### src/rtl/tube_collision_scorer.sv
// Per-frame bird-vs-tube/floor collision check, one tube per cycle, with pass scoring.
// Optional ceiling collision via `define CEILING_HIT_EN.
module tube_collision_scorer #(
    parameter int SCREEN_HEIGHT = 768,
    parameter int TUBE_WIDTH    = 120,
    parameter int GAP_HEIGHT    = 400,
    parameter int BIRD_X        = 200,
    parameter int BIRD_SIZE     = 40,
    parameter int SCORE_MAX     = 999
) (
    input  logic        clk,
    input  logic        rst,
    input  logic        game_rst,
    input  logic        frame_tick,
    input  logic [10:0] bird_y,
    input  logic [10:0] tube_x [2:0],
    input  logic [10:0] gap_y  [2:0],
    output logic        busy,
    output logic        eval_done,
    output logic        hit,
    output logic [9:0]  score
);

    localparam logic [11:0] BX    = 12'(BIRD_X);
    localparam logic [11:0] BS    = 12'(BIRD_SIZE);
    localparam logic [11:0] TW    = 12'(TUBE_WIDTH);
    localparam logic [11:0] GH    = 12'(GAP_HEIGHT);
    localparam logic [11:0] SH    = 12'(SCREEN_HEIGHT);
    localparam logic [9:0]  S_MAX = 10'(SCORE_MAX);

    typedef enum logic [2:0] {IDLE, SNAP, CHK0, CHK1, CHK2, FLOOR, DONE, OVER} state_t;

    state_t      state_q, state_d;
    logic [10:0] bird_q, bird_d;
    logic [10:0] tx_q [2:0];
    logic [10:0] tx_d [2:0];
    logic [10:0] gy_q [2:0];
    logic [10:0] gy_d [2:0];
    logic [2:0]  passed_q, passed_d;
    logic        hit_q, hit_d;
    logic [9:0]  score_q, score_d;
    logic        busy_q, busy_d;
    logic        done_q, done_d;

    logic [1:0]  idx;
    logic [11:0] cur_x, cur_g, by;
    logic        xov, safe, pass, rearm;

    // Select the snapshot of the tube being checked this cycle.
    always_comb begin
        idx   = 2'd0;
        cur_x = {1'b0, tx_q[0]};
        cur_g = {1'b0, gy_q[0]};
        case (state_q)
            CHK1: begin idx = 2'd1; cur_x = {1'b0, tx_q[1]}; cur_g = {1'b0, gy_q[1]}; end
            CHK2: begin idx = 2'd2; cur_x = {1'b0, tx_q[2]}; cur_g = {1'b0, gy_q[2]}; end
            default: ;
        endcase
        by    = {1'b0, bird_q};
        xov   = (cur_x < BX + BS) && (cur_x + TW > BX);
        safe  = (by >= cur_g) && (by + BS <= cur_g + GH);
        pass  = (cur_x + TW <= BX);
        rearm = (cur_x > BX + BS);
    end

    always_comb begin
        state_d  = state_q;
        bird_d   = bird_q;
        tx_d     = tx_q;
        gy_d     = gy_q;
        passed_d = passed_q;
        hit_d    = hit_q;
        score_d  = score_q;
        case (state_q)
            IDLE: if (frame_tick) state_d = SNAP;
            SNAP: begin
                bird_d  = bird_y;
                tx_d    = tube_x;
                gy_d    = gap_y;
                state_d = CHK0;
            end
            CHK0, CHK1, CHK2: begin
                if (xov && !safe) hit_d = 1'b1;
                // Score is frozen the moment hit is set, even by this same tube.
                if (pass && !passed_q[idx] && !hit_d) begin
                    passed_d[idx] = 1'b1;
                    if (score_q < S_MAX) score_d = score_q + 10'd1;
                end else if (rearm) begin
                    passed_d[idx] = 1'b0;
                end
                state_d = (state_q == CHK0) ? CHK1 : (state_q == CHK1) ? CHK2 : FLOOR;
            end
            FLOOR: begin
                if (by + BS > SH) hit_d = 1'b1;
`ifdef CEILING_HIT_EN
                if (bird_q == 11'd0) hit_d = 1'b1;
`endif
                state_d = DONE;
            end
            DONE:    state_d = hit_q ? OVER : IDLE;
            default: state_d = OVER;
        endcase
        if (game_rst) begin
            state_d  = IDLE;
            passed_d = 3'b000;
            hit_d    = 1'b0;
            score_d  = 10'd0;
        end
        busy_d = (state_d != IDLE) && (state_d != OVER);
        done_d = (state_d == DONE);
    end

    always_ff @(posedge clk or posedge rst) begin
        if (rst) begin
            state_q  <= IDLE;
            bird_q   <= '0;
            for (int i = 0; i < 3; i++) begin
                tx_q[i] <= '0;
                gy_q[i] <= '0;
            end
            passed_q <= '0;
            hit_q    <= 1'b0;
            score_q  <= '0;
            busy_q   <= 1'b0;
            done_q   <= 1'b0;
        end else begin
            state_q  <= state_d;
            bird_q   <= bird_d;
            tx_q     <= tx_d;
            gy_q     <= gy_d;
            passed_q <= passed_d;
            hit_q    <= hit_d;
            score_q  <= score_d;
            busy_q   <= busy_d;
            done_q   <= done_d;
        end
    end

    assign busy      = busy_q;
    assign eval_done = done_q;
    assign hit       = hit_q;
    assign score     = score_q;

endmodule

### config.mk
export PLATFORM = sky130hd
export DESIGN_NAME = tube_collision_scorer
export DESIGN_NICKNAME = d
export VERILOG_FILES = /design/src/rtl/tube_collision_scorer.sv
export SDC_FILE = /design/constraint.sdc
export NUM_CORES = 1
export LEC_CHECK = 0
export ABC_AREA = 1
export BUFFER_PORTS_ARGS = -buffer_cell sky130_fd_sc_hd__buf_2
export CAP_MARGIN = 30
export CELL_PAD_IN_SITES_DETAIL_PLACEMENT = 0
export CELL_PAD_IN_SITES_GLOBAL_PLACEMENT = 1
export CORE_ASPECT_RATIO = 1.75
export CORE_MARGIN = 1
export CORE_UTILIZATION = 41
export CTS_BUF_LIST = sky130_fd_sc_hd__clkbuf_16
export DETAILED_ROUTE_END_ITERATION = 10
export GPL_ROUTABILITY_DRIVEN = 0
export PLACE_DENSITY_LB_ADDON = 0.3
export SLEW_MARGIN = 25
export SYNTH_ARGS = -nofsm -noshare
export SYNTH_HDL_FRONTEND = slang
export SYNTH_SLANG_ARGS = --single-unit
### constraint.sdc
create_clock -name clk -period 3.7 [get_ports clk]
set_input_delay 0.74 -clock clk [delete_from_list [all_inputs] [get_ports clk]]
set_output_delay 0.74 -clock clk [all_outputs]
set_load 0.02 [all_outputs]
==> flow_summary.json <==
{
  "run_status": "finished, final reports clean",
  "worst_clock_skew_ns": 0.00661,
  "crit_slowest_cell": "dfrtp_1",
  "final_layout_size_suffix_gt1_share_pct": 17.7,
  "drcViolationCount": 0,
  "routedWlPerCell_um": 14.3,
  "layoutNonFillerInstCount": 1001,
  "synthFlopType": "dfrtp_1",
  "data_required_time_of_the_critical_path_ns": 3.95,
  "worstRegToRegCells": 23,
  "min_path_cells": 2,
  "tritoncts": "built",
  "rsz0062_at_grt": "no",
  "timing.final.setup_violations": 0,
  "drtPass1Iterations": 4,
  "htree_levels": 3,
  "cts-root-to-sink-buffers": 2,
  "total_global_routing_overflow": 0,
  "crit_path_start_kind": "flop",
  "synth.top_cells.by_area": "dfrtp_1 44%, nand2_1 22%, ha_1 5.5%, inv_1 5.1%, o21ai_0 4.4%",
  "starting_utilization_of_the_core_area_pct": 42.2,
  "number_of_synthesized_flops_with_an_enable_pin": 0,
  "io_buffers": 93,
  "fp-row-count": 55,
  "synth.top_cells.by_count": "316 x nand2_1, 96 x dfrtp_1, 74 x inv_1, 48 x o21ai_0, 39 x nand3_1",
  "cp_top_family": "simple AND/OR/NAND/NOR gates",
  "fp.dieW_um": 89.2,
  "hp-class": "flop to flop",
  "critical_path.most_common_cell": "nand2_1",
  "vdd.ir_drop.worst_mv": 0.303,
  "io-pin-count": 94,
  "detailedPlacementHpwl_mm": 11.1,
  "syn_area_um2": 5460,
  "synth_cells": 736,
  "grt_pass1_vias": 4915,
  "synth-seq-area-share_pct": 44.0,
  "p_leak_nw": 3.52,
  "cts-buffers-inserted": 9,
  "antenna_cells_inserted": 0,
  "slowest_delay_ns": 0.48,
  "f_max_mhz": 301,
  "worst_slew_margin_rel_pct": 42.4,
  "dr_total_vias": 4920,
  "library_cells_used_by_synthesis": 36,
  "antenna_left": 0,
  "floorplan.die_area_um2": 13800,
  "fin_setup_tns_ns": 0,
  "syn_nets": 841,
  "cell_type_contributing_the_most_total_cell_area_after_synthesis": "dfrtp_1",
  "drv.max_cap_violation_count": 0,
  "layout-area-overhead-vs-synth_pct": 17.4,
  "core_area_um2": 12900,
  "final_min_period_over_clock_period_pct": 89.9,
  "design.final.nets": 930,
  "async_flop_share_pct": 100,
  "post-synth-top-count-cell": "nand2_1",
  "synthesis.yosys.warnings": 0,
  "yosysTopAreaCellShare_pct": 44.0,
  "drt-initial-drc-count": 276,
  "timing.final.max_slew_violations": 0,
  "drt_wl_total_mm": 14.3,
  "worstPathBufferInverterCount": 2,
  "post_drt_via_cell_ratio": 4.92,
  "grt_first_pass_wirelength_mm": 23.2,
  "final.min_clock_period_ns": 3.33,
  "cts_num_sinks": 96,
  "worst_pin_slew_ns": 0.863,
  "path_cells": "nor2_4 -> nand2_4 -> nand2_4 -> nand3_1 -> o21ai_0 -> inv_1 -> ha_1 -> nand2_1 -> nand3_1 -> nand2_1 -> xor2_1 -> ha_1 -> nand2_1 -> inv_1 -> nand3_1 -> nor3_1 -> nand3_1 -> o21ai_0 -> nand2_1 -> nand3_1 -> nand2_1 -> nand2_1 -> nand2_1",
  "cts_hold_repair.buffers": 0,
  "r2r_setup_slack_ns": 0.37,
  "cts.reportedPaths.clkPinSlew_ns": 0.07,
  "cp_max_fo": 14,
  "hold_violations": 0,
  "count_of_state_elements_after_synthesis": 96,
  "placed_cells_incl_taps": 980,
  "largest_net_degree_at_the_start_of_global_routing": 59,
  "grt_antenna_before_repair": 0,
  "cp.arrival_ns": 3.57,
  "fill_cells": 1346,
  "power_density_nw_per_um2": 738,
  "timing.critical_path.to_type": "flop",
  "floorplan.die.height_um": 155,
  "syn_area_per_cell_um2": 7.42,
  "globalRouteTotalUtil_pct": 22.4,
  "clock_insertion_delay_worst_skew_ns": 0.35,
  "crit_cells": 23,
  "timing_worst_setup_path_type": "flop to flop",
  "root_buffer": "clkbuf_16"
}
## layer usage
| metal | track usage (%) | share of wire (%) |
|---|---|---|
| met4 | 9.30 | 3.0 |
| met1 | 23.9 | 38 |
| met5 | 0 | 0 |
| met2 | 42.2 | 57 |
| met3 | 3.15 | 2.7 |
## what timing repair did
item,CTS,global route
gates resized for setup,0,3
setup endpoints to repair,0,1
setup buffers,0,5
hold endpoints to repair,0,0
## sequential cells by signal, indices dropped and copies added, names as in the netlist
register / cells
busy: 1
hit: 1
gy_q: 33
bird_q: 11
tx_q: 33
state_q: 3
passed_q: 3
eval_done: 1
score: 10
## path summary, 6_finish.rpt
kind / from / endpoint
min in group asynchronous: rst / bird_q[5]
hold / removal: tx_q[32] / tx_q[32]
setup / recovery: state_q[1] / hit
hold reg to reg: tx_q[32] / tx_q[32]
max in group asynchronous: rst / state_q[0]
setup reg to reg: state_q[1] / hit
## power by group
part / internal [W] / switching (W) / leakage [nW]
clock: 0.000463 / 0.000425 / 0.137
combinational: 0.000779 / 0.00130 / 2.17
sequential: 0.00147 / 0.000298 / 1.21
total: 0.00271 / 0.00202 / 3.52
## stage by stage
stage	power (W)	util (%)	cell area, um2	hold WS (ns)	setup slack (ns)
floorplan	0.00325	-	5460	0.437	0.455
global placement	0.00379	47.0	6080	0.451	0.487
detailed placement	0.00385	47.0	6080	0.453	0.263
CTS	0.00476	49.2	6360	0.471	0.253
global route	0.00520	49.5	6410	0.497	0.00289
finish	0.00473	49.5	6410	0.471	0.373
## layout by cell type (no fill, tap or decap), drive strengths merged
| cell | instances |
|---|---|
| a21o | 1 |
| a21oi | 16 |
| a221oi | 1 |
| a22o | 1 |
| a31oi | 1 |
| and3 | 1 |
| buf | 104 |
| clkbuf | 9 |
| clkinv | 3 |
| clkinvlp | 1 |
| dfrtp | 96 |
| ha | 24 |
| inv | 81 |
| nand2 | 319 |
| nand3 | 45 |
| nand3b | 8 |
| nand4 | 8 |
| nor2 | 30 |
| nor3 | 8 |
| nor4 | 3 |
| o2111ai | 1 |
| o21ai | 50 |
| o22ai | 1 |
| o31ai | 1 |
| or2 | 2 |
| xnor2 | 6 |
| xor2 | 9 |
## area by class of cell
cell class / count / area (um2) / area share (%)
clock inverter: 7 / 52.6 / 0.820
tap: 171 / 214 / 3.34
multi-input combinational: 536 / 2660 / 41.5
sequential: 96 / 2400 / 37.5
timing repair buffer: 104 / 561 / 8.75
inverter: 78 / 294 / 4.59
clock buffer: 9 / 225 / 3.51
## cells by family (layout without fill, tap and decap cells)
kind of cell    after synthesis  count (layout)  synth area share [%]
simple gates                424             424                  33.4
buf+inv                     104             198                  7.59
flops                        96              96                  44.0
compound gates               73              73                  7.13
fa+ha+maj                    24              24                  5.50
xor+xnor                     15              15                  2.41
## worst register-to-register path, cell delays in order, from the launching register on
cell and delay [ns]:
dfrtp_1 0.48, nor2_4 0.17, nand2_4 0.14, nand2_4 0.16, nand3_1 0.10, o21ai_0 0.14
inv_1 0.14, ha_1 0.25, nand2_1 0.10, nand3_1 0.10, nand2_1 0.11, xor2_1 0.07
ha_1 0.27, nand2_1 0.06, inv_1 0.07, nand3_1 0.07, nor3_1 0.19, nand3_1 0.10
o21ai_0 0.17, nand2_1 0.09, nand3_1 0.09, nand2_1 0.05, nand2_1 0.06, nand2_1 0.04
(Power assumes the default switching activity.)
